$ cat src/rtl/gemm_ctrl_if.sv
// Host/RAM/array-side signal bundle for gemm_ctrl.
// The slave view belongs to the sequencer; the master view belongs to its environment.
interface gemm_ctrl_if #(
    parameter int C_DATA_WIDTH = 32,
    parameter int C_ADDR_WIDTH = 16
);
    logic                    i_start;
    logic [C_ADDR_WIDTH-1:0] i_len;
    logic [C_ADDR_WIDTH-1:0] i_a_base;
    logic [C_ADDR_WIDTH-1:0] i_b_base;
    logic                    i_pause;
    logic                    o_busy;
    logic                    o_done;
    logic                    o_src_rd_en;
    logic [C_ADDR_WIDTH-1:0] o_a_addr;
    logic [C_ADDR_WIDTH-1:0] o_b_addr;
    logic [C_DATA_WIDTH-1:0] i_a_data;
    logic [C_DATA_WIDTH-1:0] i_b_data;
    logic [C_DATA_WIDTH-1:0] o_ain_data;
    logic [C_DATA_WIDTH-1:0] o_bin_data;
    logic                    o_ain_valid;
    logic                    o_bin_valid;
    logic                    o_rd_output;
    logic                    i_rd_return;

    modport master (
        output i_start, i_len, i_a_base, i_b_base, i_pause,
        output i_a_data, i_b_data, i_rd_return,
        input  o_busy, o_done, o_src_rd_en, o_a_addr, o_b_addr,
        input  o_ain_data, o_bin_data, o_ain_valid, o_bin_valid,
        input  o_rd_output
    );

    modport slave (
        input  i_start, i_len, i_a_base, i_b_base, i_pause,
        input  i_a_data, i_b_data, i_rd_return,
        output o_busy, o_done, o_src_rd_en, o_a_addr, o_b_addr,
        output o_ain_data, o_bin_data, o_ain_valid, o_bin_valid,
        output o_rd_output
    );
endinterface

$ cat src/rtl/gemm_ctrl.sv
// Job sequencer for one gemm_array chain: streams operands,
// waits out the PE pipeline, then issues and tracks the rd_output token.
module gemm_ctrl #(
    parameter int C_DATA_WIDTH    = 32,
    parameter int C_ADDR_WIDTH    = 16,
    parameter int C_NUM_PE        = 4,
    parameter int C_RAM_OUT_DELAY = 1,
    parameter int C_MAC_DELAY     = 1
) (
    input logic       clock,
    input logic       i_reset,
    gemm_ctrl_if.slave bus
);
    localparam int AW = C_ADDR_WIDTH;
    localparam int DW = C_DATA_WIDTH;
    localparam int D  = C_RAM_OUT_DELAY;
    localparam int W  = C_NUM_PE * (C_MAC_DELAY + 1);
    localparam int CW = 16;

    localparam logic [CW-1:0] FLUSH_LAST = CW'(D);
    localparam logic [CW-1:0] DRAIN_LAST = CW'(W - 1);
    localparam logic [CW-1:0] CNT_ONE    = CW'(1);
    localparam logic [AW-1:0] ADDR_ONE   = AW'(1);

    typedef enum logic [2:0] {
        IDLE,
        STREAM,
        FLUSH,
        DRAIN,
        READ,
        WAIT_RD,
        DONE
    } state_t;

    state_t state;
    state_t state_nx;

    logic [AW-1:0] len;
    logic [AW-1:0] a_base;
    logic [AW-1:0] b_base;
    logic [AW-1:0] idx;
    logic [CW-1:0] cnt;
    logic [D-1:0]  vpipe;

    logic          rd_en;
    logic          last_rd;
    logic          busy;
    logic          done;
    logic          rd_out;
    logic          valid;
    logic [DW-1:0] a_out;
    logic [DW-1:0] b_out;

    assign rd_en   = (state == STREAM) && !bus.i_pause;
    assign last_rd = rd_en && (idx == len - ADDR_ONE);

    assign bus.o_src_rd_en = rd_en;
    assign bus.o_a_addr    = a_base + idx;
    assign bus.o_b_addr    = b_base + idx;
    assign bus.o_busy      = busy;
    assign bus.o_done      = done;
    assign bus.o_rd_output = rd_out;
    assign bus.o_ain_valid = valid;
    assign bus.o_bin_valid = valid;
    assign bus.o_ain_data  = a_out;
    assign bus.o_bin_data  = b_out;

    always_comb begin
        state_nx = state;
        case (state)
            IDLE: begin
                if (bus.i_start) begin
                    state_nx = (bus.i_len == '0) ? DRAIN : STREAM;
                end
            end
            STREAM: begin
                if (last_rd) begin
                    state_nx = FLUSH;
                end
            end
            FLUSH: begin
                if (cnt == FLUSH_LAST) begin
                    state_nx = DRAIN;
                end
            end
            DRAIN: begin
                if (cnt == DRAIN_LAST) begin
                    state_nx = READ;
                end
            end
            READ: begin
                state_nx = WAIT_RD;
            end
            WAIT_RD: begin
                if (bus.i_rd_return) begin
                    state_nx = DONE;
                end
            end
            DONE: begin
                state_nx = IDLE;
            end
            default: begin
                state_nx = IDLE;
            end
        endcase
    end

    always_ff @(posedge clock) begin
        if (!i_reset) begin
            state <= IDLE;
        end else begin
            state <= state_nx;
        end
    end

    // cnt measures time spent in the current state; restarts on every transition
    always_ff @(posedge clock) begin
        if (!i_reset) begin
            cnt <= '0;
        end else if (state_nx != state) begin
            cnt <= '0;
        end else begin
            cnt <= cnt + CNT_ONE;
        end
    end

    always_ff @(posedge clock) begin
        if (!i_reset) begin
            len    <= '0;
            a_base <= '0;
            b_base <= '0;
            idx    <= '0;
        end else if (state == IDLE && bus.i_start) begin
            len    <= bus.i_len;
            a_base <= bus.i_a_base;
            b_base <= bus.i_b_base;
            idx    <= '0;
        end else if (rd_en) begin
            idx <= idx + ADDR_ONE;
        end
    end

    // Valid pipe mirrors the RAM read latency so data and valid line up
    always_ff @(posedge clock) begin
        if (!i_reset) begin
            vpipe <= '0;
            valid <= 1'b0;
            a_out <= '0;
            b_out <= '0;
        end else begin
            vpipe[0] <= rd_en;
            for (int i = 1; i < D; i++) begin
                vpipe[i] <= vpipe[i-1];
            end
            valid <= vpipe[D-1];
            if (vpipe[D-1]) begin
                a_out <= bus.i_a_data;
                b_out <= bus.i_b_data;
            end
        end
    end

    always_ff @(posedge clock) begin
        if (!i_reset) begin
            busy   <= 1'b0;
            done   <= 1'b0;
            rd_out <= 1'b0;
        end else begin
            busy   <= (state_nx != IDLE);
            done   <= (state_nx == DONE);
            rd_out <= (state_nx == READ);
        end
    end
endmodule
$ cat src/flat_wrapper.sv
// flat-port wrapper written by rule: the top's interface ports become plain ports
module gemm_ctrl_flat 
#(
    parameter int C_DATA_WIDTH    = 32,
    parameter int C_ADDR_WIDTH    = 16,
    parameter int C_NUM_PE        = 4,
    parameter int C_RAM_OUT_DELAY = 1,
    parameter int C_MAC_DELAY     = 1
)
  (clock, i_reset, bus_i_start, bus_i_len, bus_i_a_base, bus_i_b_base, bus_i_pause, bus_i_a_data, bus_i_b_data, bus_i_rd_return, bus_o_busy, bus_o_done, bus_o_src_rd_en, bus_o_a_addr, bus_o_b_addr, bus_o_ain_data, bus_o_bin_data, bus_o_ain_valid, bus_o_bin_valid, bus_o_rd_output);
  gemm_ctrl_if #(.C_DATA_WIDTH(C_DATA_WIDTH), .C_ADDR_WIDTH(C_ADDR_WIDTH)) bus_i ();
  input logic clock;
  input logic i_reset;
  input wire logic [$bits(bus_i.i_start)-1:0] bus_i_start;
  input wire logic [$bits(bus_i.i_len)-1:0] bus_i_len;
  input wire logic [$bits(bus_i.i_a_base)-1:0] bus_i_a_base;
  input wire logic [$bits(bus_i.i_b_base)-1:0] bus_i_b_base;
  input wire logic [$bits(bus_i.i_pause)-1:0] bus_i_pause;
  input wire logic [$bits(bus_i.i_a_data)-1:0] bus_i_a_data;
  input wire logic [$bits(bus_i.i_b_data)-1:0] bus_i_b_data;
  input wire logic [$bits(bus_i.i_rd_return)-1:0] bus_i_rd_return;
  output wire logic [$bits(bus_i.o_busy)-1:0] bus_o_busy;
  output wire logic [$bits(bus_i.o_done)-1:0] bus_o_done;
  output wire logic [$bits(bus_i.o_src_rd_en)-1:0] bus_o_src_rd_en;
  output wire logic [$bits(bus_i.o_a_addr)-1:0] bus_o_a_addr;
  output wire logic [$bits(bus_i.o_b_addr)-1:0] bus_o_b_addr;
  output wire logic [$bits(bus_i.o_ain_data)-1:0] bus_o_ain_data;
  output wire logic [$bits(bus_i.o_bin_data)-1:0] bus_o_bin_data;
  output wire logic [$bits(bus_i.o_ain_valid)-1:0] bus_o_ain_valid;
  output wire logic [$bits(bus_i.o_bin_valid)-1:0] bus_o_bin_valid;
  output wire logic [$bits(bus_i.o_rd_output)-1:0] bus_o_rd_output;
  assign bus_i.i_start = bus_i_start;
  assign bus_i.i_len = bus_i_len;
  assign bus_i.i_a_base = bus_i_a_base;
  assign bus_i.i_b_base = bus_i_b_base;
  assign bus_i.i_pause = bus_i_pause;
  assign bus_i.i_a_data = bus_i_a_data;
  assign bus_i.i_b_data = bus_i_b_data;
  assign bus_i.i_rd_return = bus_i_rd_return;
  assign bus_o_busy = bus_i.o_busy;
  assign bus_o_done = bus_i.o_done;
  assign bus_o_src_rd_en = bus_i.o_src_rd_en;
  assign bus_o_a_addr = bus_i.o_a_addr;
  assign bus_o_b_addr = bus_i.o_b_addr;
  assign bus_o_ain_data = bus_i.o_ain_data;
  assign bus_o_bin_data = bus_i.o_bin_data;
  assign bus_o_ain_valid = bus_i.o_ain_valid;
  assign bus_o_bin_valid = bus_i.o_bin_valid;
  assign bus_o_rd_output = bus_i.o_rd_output;
  gemm_ctrl #(.C_DATA_WIDTH(C_DATA_WIDTH), .C_ADDR_WIDTH(C_ADDR_WIDTH), .C_NUM_PE(C_NUM_PE), .C_RAM_OUT_DELAY(C_RAM_OUT_DELAY), .C_MAC_DELAY(C_MAC_DELAY)) u_core (.clock(clock), .i_reset(i_reset), .bus(bus_i));
endmodule
$ cat config.mk
export PLATFORM = sky130hd
export DESIGN_NAME = gemm_ctrl_flat
export DESIGN_NICKNAME = d
export VERILOG_FILES = /design/src/rtl/gemm_ctrl_if.sv /design/src/rtl/gemm_ctrl.sv /design/src/flat_wrapper.sv
export SDC_FILE = /design/constraint.sdc
export NUM_CORES = 1
export LEC_CHECK = 0
export CORE_MARGIN = 2
export CORE_UTILIZATION = 35
export CTS_BUF_LIST = sky130_fd_sc_hd__clkbuf_4
export DETAILED_ROUTE_END_ITERATION = 16
export PLACE_DENSITY = 0.6
export SLEW_MARGIN = 25
export SYNTH_ARGS = -nofsm -noshare
export SYNTH_HDL_FRONTEND = slang
export SYNTH_SLANG_ARGS = --single-unit
$ cat constraint.sdc
create_clock -name clock -period 3.35 [get_ports clock]
set_clock_uncertainty 0.1 [all_clocks]
set_input_delay 0.67 -clock clock [delete_from_list [all_inputs] [get_ports clock]]
set_output_delay 0.67 -clock clock [all_outputs]
set_load 0.005 [all_outputs]
# == Word-level counts from Yosys, hierarchy flattened ==
# Cells that the tools add are included.
# classes
n_eq_ne,11
n_lt_le_gt_ge,0
shifts,0
addsub,5
bitwise,1
muxes,7
n_mul,0
n_reduce_logical,9
n_div,0
# ops
cell,count
$add A16 B1 Y16 const B,2
$add A16 B16 Y16,2
$pmux W3 S6,1
$eq A16 B1 Y1 const B,1
$eq A16 B16 Y1,1
$eq A16 B3 Y1 const B,1
$logic_not A16 Y1,1
$sub A16 B1 Y16 const B,1
$mux W3,5
$eq A3 B3 Y1 const B,4
$eq A3 B2 Y1 const B,2
$reduce_or A2 Y1,2
$eq A3 B1 Y1 const B,1
$logic_and A1 B1 Y1,3
$logic_not A3 Y1,1
$ne A3 B3 Y1,1
$reduce_bool A3 Y1,1
$mux W2,1
$logic_not A1 Y1,1
$not A1 Y1,1
# word_totals
latch_bits,0
input_bits,117
register_bits,152
wordCells,46
ramBits,0
memories,0
rom_bits,0

# == Depth between registers and ports, before layout ==
# Gate-level depths: netlist of run 1.
# logic_depth
depth_word,7
ltp_mapped,11
ltp_nobuf,10

# == Worst setup path after synthesis of run 1 ==
# No wires, ideal clock.
# synth_path
kind,reg-to-output
start,register u_core.idx[8]
end,output port bus_o_b_addr[15]
setup_slack_ns,0.184
t_arrival_ns,2.396
path_stages_with_launch,9
path_cell_list,dfxtp_1 ha_1 a21o_1 and2_1 or3_1 a31oi_1 a21oi_1 or4_1 and4b_1
# synth_via
elab_chain_cells,1
# synth_rtl
element,line_no,source
"start, declared",gemm_ctrl.sv:41,logic [AW-1:0] idx;
"start signal, assigned",gemm_ctrl.sv:139,idx <= idx + ADDR_ONE;
$add A16 B16 Y16,gemm_ctrl.sv:59,assign bus.o_b_addr = b_base + idx;
"end, declared",flat_wrapper.sv:26,output wire logic [$bits(bus_i.o_b_addr)-1:0] bus_o_b_addr;
# No other way between the ends.

# == Final worst setup path of run 1 ==
# Ends and elaborated chain as after synthesis.

==> results.cfg, run 1 <==
[logic_synthesis]
synth_area_um2 = 7637
synth_edf_count = 0
yosysTopAreaCell = dfxtp_1
synth_area_per_cell_um2 = 8.610
ys.flop_type = dfxtp_1
ys_warn_count = 0
yosysSeqAreaShare_pct = 39.84
synth_top_area_share_pct = 39.84
async_flop_share_pct = 0
ys_top_cells_by_area = dfxtp_1 40%, mux2i_1 8.7%, nand2_1 6.2%
syn-num-nets = 1040
ys_seq_elements = 152
synth_cells = 887
ys_types = 61

[die]
dieArea_um2 = 23020
core_region_area_um2 = 21620
start_util_pct = 35.32
die_x_um = 151.7
num_rows = 54
die_h_um = 151.7
io_pins = 219

[run]
drv_cap = 0

[worst_setup_path]
path_class = flop to output port
worstPathArrival_ps = 2850
r2r_cells = 10
critPathCaptureType = output port
startpoint_type = flop
critPathMaxFanout = 2
crit_required_ps = 2580

[timing]
fin_crit_sh_pct = 108.0
post-route-min-period_ps = 3619
grt_setup_unrepaired = true
final_max_slew_viol_count = 0
slew-limit-headroom_pct = 56.38
hold_viol = 0
final-setup-viol-count = 10
tightest_slew_ps = 654.3
max_freq_mhz = 276.3
fin_ws_ps = -269.1

[placement]
dp_hpwl_mm = 15.40
portBuffers = 218
post-place-cells = 1403
gp_congestion = 0.8528
dpl-instance-area_um2 = 10500

[clock_network]
clkSinkCount = 152
cts_hold_buf = 0
cts.clk_slew.worst_paths_ps = 130
clk_path_buf_depth = 2
cts_tree = built
clk_latency_ps = 540
h-tree-depth = 4
cts_root_buf = clkbuf_4
cts_made_buffers = 17

[route]
drtIter0Drc = 294
postRouteAntennaNets = 0
drc = 0
drt_wl_total_mm = 21.42
first_pass_iters = 5
vias_per_cell = 4.834
num_vias = 7024
avgRoutedWirePerCell_um = 14.74

[global_routing]
grt_max_degree = 61
grt_use_total_pct = 18.57
grt_pass1_wl_mm = 33.77
grt_pass1_vias = 6766
grt_overflow = 0
antenna_found_initial = 1

[power]
powerDensity_nw_per_um2 = 340.4
comb_power_share_pct = 18.5
intPower_mw = 2.742
switchingPower_mw = 1.094
power.share.clock_pct = 30.8
power_mw = 3.835
power.ir.vdd_worst_mv = 0.1995
p_sw_share_pct = 28.51
p_leak_nw = 4.367
p_seq_share_pct = 50.7

[final_layout]
finish.utilization_pct = 52.11
syn_to_final_growth_pct = 47.53
finalNetCount = 1312
fillCellCount = 2068
drive_above_1_share_pct = 18.26
final_cell_area_um2 = 11270
stdcell_count = 1453

[outcome]
violations = negative setup slack
run_status = finished, violations left

[worst_hold_path]
hold_path_depth = 2
hp-class = flop to flop
registers in the layout, summed over array words and instances, names as in the netlist, 3 cells and up:
register and cells:
u_core.a_base 16, u_core.state 3, u_core.len 16, u_core.cnt 16, u_core.bus.o_ain_data 32, u_core.bus.o_bin_data 32, u_core.idx 16, u_core.b_base 16
cell type report:
cell class                 instances  area (um2)  area share, %
sequential                       152        3074          27.28
antenna                            1       2.502        0.02221
inverter                          15       58.81         0.5219
clock buffer                      17       127.6          1.133
timing repair buffer             298        2751          24.42
tap                              280       350.3          3.109
clock inverter                    15       167.7          1.488
multi-input combinational        675        4735          42.02
critical path, cell delays in order, from the launching register on:
cell and delay [ps]:
dfxtp_2 360, ha_4 230, a21o_1 160, and2_4 160, or3_4 340, a31oi_4 230
a21oi_2 80, or4_1 450, and4b_1 180, buf_2 120
per-stage QoR:
stage	TNS (ps)	hold WS [ps]	setup slack, ps
floorplan	0	333.3	184.1
global placement	-1608	346.6	-274.9
detailed placement	-1842	353.4	-346.6
CTS	-3133	370.1	-384.9
global route	-3923	382.3	-435.9
finish	-1698	369.1	-269.1
cells by family (layout without fill, tap and decap cells):
logic type,Yosys count,count (layout),share of synthesized area [%]
other,0,1,0
flip-flops,152,152,39.84
adder cells (fa/ha/maj),36,36,6.094
buffers and inverters,60,345,3.129
multiplexers,66,66,8.650
AO/OA/AOI/OAI,145,145,12.30
XOR/XNOR,69,69,7.913
AND/OR/NAND/NOR,359,359,22.07
power groups by stage:
| stage | clock, mW | combinational [mW] | sequential (mW) |
|---|---|---|---|
| after floorplan | 0 | 0.353 | 1.96 |
| after detailed placement | 0 | 0.701 | 1.98 |
| after global placement | 0 | 0.699 | 1.98 |
| after CTS | 1.24 | 0.702 | 1.95 |
| final | 1.18 | 0.709 | 1.95 |
| after global routing | 1.32 | 0.782 | 1.96 |
final timing paths:
check                            startpoint                        endpoint  slack (ps)
max reg2reg      u_core.len[0]$_SDFFE_PN0P_        u_core.cnt[4]$_SDFF_PP0_         370
min          u_core.b_base[14]$_SDFFE_PN0P_  u_core.b_base[14]$_SDFFE_PN0P_         370
min reg2reg  u_core.b_base[14]$_SDFFE_PN0P_  u_core.b_base[14]$_SDFFE_PN0P_         370
max              u_core.idx[8]$_SDFFE_PP0P_                bus_o_b_addr[15]        -270
cell usage after synthesis, drive strengths merged, types with 2 or more instances:
| master | count |
|---|---|
| a2111oi | 2 |
| a211o | 3 |
| a211oi | 6 |
| a21boi | 5 |
| a21o | 7 |
| a21oi | 67 |
| a31o | 2 |
| a31oi | 6 |
| and2 | 5 |
| and3 | 8 |
| buf | 7 |
| clkbuf | 38 |
| dfxtp | 152 |
| fa | 2 |
| ha | 34 |
| inv | 15 |
| mux2i | 66 |
| nand2 | 127 |
| nand2b | 4 |
| nand3 | 15 |
| nand4 | 10 |
| nor2 | 104 |
| nor2b | 39 |
| nor3 | 12 |
| nor3b | 3 |
| nor4 | 9 |
| nor4b | 4 |
| o2111ai | 3 |
| o211ai | 2 |
| o21a | 12 |
| o21ai | 15 |
| o311a | 2 |
| o311ai | 2 |
| o31a | 2 |
| o31ai | 3 |
| or3 | 7 |
| or4 | 5 |
| or4b | 2 |
| xnor2 | 37 |
| xor2 | 32 |
per-layer routing:
metal / vias up / track usage, % / wire length, um
li1: 3591 / - / -
met1: 3238 / 23.91 / 9636
met2: 176 / 30.14 / 9962
met3: 19 / 5.389 / 1585
met4: 0 / 5.648 / 239
met5: - / 0 / 0
layout by cell type (no fill, tap or decap), drive strengths merged, types with 4 or more instances in the layout:
cell	n
or3	7
nand3	15
clkinv	6
clkbuf	19
xor2	32
ha	34
dfxtp	152
o21a	12
nand2b	4
a21o	7
clkdlybuf4s50	194
buf	97
a21oi	67
o21ai	15
nand2	127
nor4b	4
xnor2	37
a211oi	6
inv	20
or4	5
nor3	12
nand4	10
a21boi	5
dlygate4sd2	5
nor4	9
nor2b	39
and2	5
a31oi	6
mux2i	66
nor2	104
and3	8
what timing repair did:
item | CTS | global route
setup buffers | 13 | 9
hold endpoints to repair | 0 | 0
gates resized for setup | 143 | 42
gates cloned | 0 | 0
endpoints found under the setup margin | 25 | 37
pin swaps | 40 | 28
No activity file was read; power rests on OpenSTA's default activity.
==> run 2, diff against run 1 <==
- CAP_MARGIN: not set -> 20
==> results of run 2 <==
No change in the layout: final DEF, timing and power equal those of run 1.
==> run 3, diff against run 2 <==
- CORE_UTILIZATION: 35 -> 41
- CTS_BUF_LIST: sky130_fd_sc_hd__clkbuf_4 -> sky130_fd_sc_hd__clkbuf_8
- PLACE_DENSITY: 0.6 -> 0.68
==> run 3 against run 2 <==
Compared with the run above: the run still ends with negative setup slack left; clock-buffer cell count is 2 higher; sequential power hardly changed; fmax rose by 1.8%; largest cell class unchanged; combinational power fell by 2%; register-to-register slack got worse by 50 ps; die area fell by 14%; critical endpoint unchanged; sequential cell count unchanged.
==> results.cfg, run 3 (synthesized netlist as in run 1, its figures left out) <==
[placement]
dp_hpwl_mm = 15.33
post-place-cells = 1351
gp_congestion = 0.8507
portBuffers = 218

[clock_network]
clk_path_buf_depth = 2
cts.clk_slew.worst_paths_ps = 90
cts_tree = built
cts_root_buf = clkbuf_8
cts_hold_buf = 0
clkSinkCount = 152
cts_made_buffers = 17
clk_latency_ps = 450
h-tree-depth = 4

[final_layout]
multiInputGateArea_um2 = 4631
stdcell_count = 1401
regArea_um2 = 3062
syn_to_final_growth_pct = 46.26
layout_commonest_cell = clkdlybuf4s50_1
finalNetCount = 1312
mostFrequentLayoutCells = 195 x clkdlybuf4s50_1, 143 x dfxtp_1, 126 x nand2_1, 103 x nor2_1, 68 x buf_4
fillCellCount = 1588
n_antenna_cell = 0
drive_above_1_share_pct = 16.21

[die]
dieArea_um2 = 19740
die_h_um = 140.5
num_rows = 49
start_util_pct = 42.08
io_pins = 219
core_region_area_um2 = 18150
die_x_um = 140.5

[route]
drtIter0Drc = 230
postRouteAntennaNets = 0
num_vias = 7077
first_pass_iters = 5
avgRoutedWirePerCell_um = 15.08
drt_wl_total_mm = 21.13
drc = 0
vias_per_cell = 5.051

[timing]
fin_crit_sh_pct = 106.1
post-route-min-period_ps = 3555
fin_ws_ps = -204.9
slew-limit-headroom_pct = 54.98
max_freq_mhz = 281.3
grt_setup_unrepaired = true
final-setup-viol-count = 9
tightest_slew_ps = 673.8
final_max_slew_viol_count = 0
hold_viol = 0

[power]
powerDensity_nw_per_um2 = 353.4
power_mw = 3.947
power.share.clock_pct = 33.2
intPower_mw = 2.841
p_sw_share_pct = 28.04
switchingPower_mw = 1.107
p_seq_share_pct = 49.2
power.ir.vdd_worst_mv = 0.3614
p_leak_nw = 4.361
comb_power_share_pct = 17.6

[global_routing]
grt_use_total_pct = 21.48
antenna_found_initial = 0
grt_overflow = 0
grt_pass1_wl_mm = 34.42
grt_pass1_vias = 6967
grt_max_degree = 49

[worst_setup_path]
reg2reg_to = u_core.cnt[11]$_SDFF_PP0_
critPathCaptureType = output port
crit_end = bus_o_b_addr[15]
reg2reg_from = u_core.len[0]$_SDFFE_PN0P_
crit_required_ps = 2580
r2r_cells = 10
worstPathArrival_ps = 2780
critPathMaxFanout = 3
critPathLaunch = u_core.idx[1]$_SDFFE_PP0P_
reg2reg_slack_ps = 320
path_class = flop to output port
startpoint_type = flop

[run]
drv_cap = 0

[worst_hold_path]
hp-class = flop to flop

[outcome]
violations = negative setup slack
run_status = finished, violations left
## run 3: cell types whose count changed in the layout (fill, tap and decap cells not counted), moves of 4 or more
cell	before	now
xnor2_1	31	35
dfxtp_1	135	143
xnor2_2	6	2
dfxtp_2	13	6
clkbuf_4	17	0
clkbuf_8	0	19
## run 3: how the worst min path moves through the flow
stage	cells after the start	endpoint	start	slack, ps
finish	2	u_core.a_base[11]$_SDFFE_PN0P_	u_core.a_base[11]$_SDFFE_PN0P_	360
global route	2	u_core.b_base[12]$_SDFFE_PN0P_	u_core.b_base[12]$_SDFFE_PN0P_	390
CTS	2	u_core.a_base[11]$_SDFFE_PN0P_	u_core.a_base[11]$_SDFFE_PN0P_	360
detailed placement	2	u_core.a_base[11]$_SDFFE_PN0P_	u_core.a_base[11]$_SDFFE_PN0P_	350
global placement	2	u_core.a_base[14]$_SDFFE_PN0P_	u_core.a_base[14]$_SDFFE_PN0P_	350
floorplan	1	u_core.cnt[0]$_SDFF_PP0_	u_core.cnt[0]$_SDFF_PP0_	330
## run 3: repair_timing
item                       4_1_cts  5_1_grt
setup buffers                   15        7
cloned                           0        0
gates resized for setup        127       27
pin swaps                       38       28
setup endpoints to repair       21       21
## run 3: area by class of cell
type | instances | area share (%)
flip-flops and latches | 152 | 27.41
multi-input cells | 675 | 41.45
clock buffers | 19 | 2.341
repair buffers | 298 | 24.75
well taps | 229 | 2.565
clock inverters | 13 | 0.9745
inverters | 15 | 0.5040
## run 3: power by group through the flow
stage                     clock, mW  combinational, mW  sequential (mW)
after floorplan                   0              0.353             1.96
after global placement            0              0.681             1.99
after detailed placement          0              0.699             1.98
after CTS                      1.35              0.698             1.94
after global routing           1.44              0.768             1.95
final                          1.31              0.696             1.94
## run 3: metrics by stage
| stage | worst slack, ps | TNS [ps] | util, % | hold WS, ps | cell area, um2 |
|---|---|---|---|---|---|
| 2_1_floorplan | 184.1 | 0 | - | 333.3 | 7637 |
| 3_3_place_gp | -337.5 | -1642 | 57.33 | 346.1 | 10400 |
| 3_5_place_dp | -353.1 | -1847 | 57.48 | 353.3 | 10430 |
| 4_1_cts | -359.1 | -2078 | 61.08 | 364.2 | 11080 |
| 5_1_grt | -354.3 | -2757 | 61.56 | 390.8 | 11170 |
| 6_report | -204.9 | -1228 | 61.56 | 360.2 | 11170 |
## run 3: worst max-delay path, stage by stage (launching register included)
cell and delay (ps):
dfxtp_2 350, buf_6 120, ha_4 220, a211oi_4 200, o21a_1 220, o2111ai_2 170
a31oi_4 220, a21oi_2 80, or4_1 460, and4b_1 190, buf_2 120
## run 3: layer usage
layer / track usage, % / part of all wire [%]
met5: 0 / 0
met4: 5.316 / 1.4
met3: 6.632 / 6.9
met2: 35.99 / 48
met1: 27.10 / 44
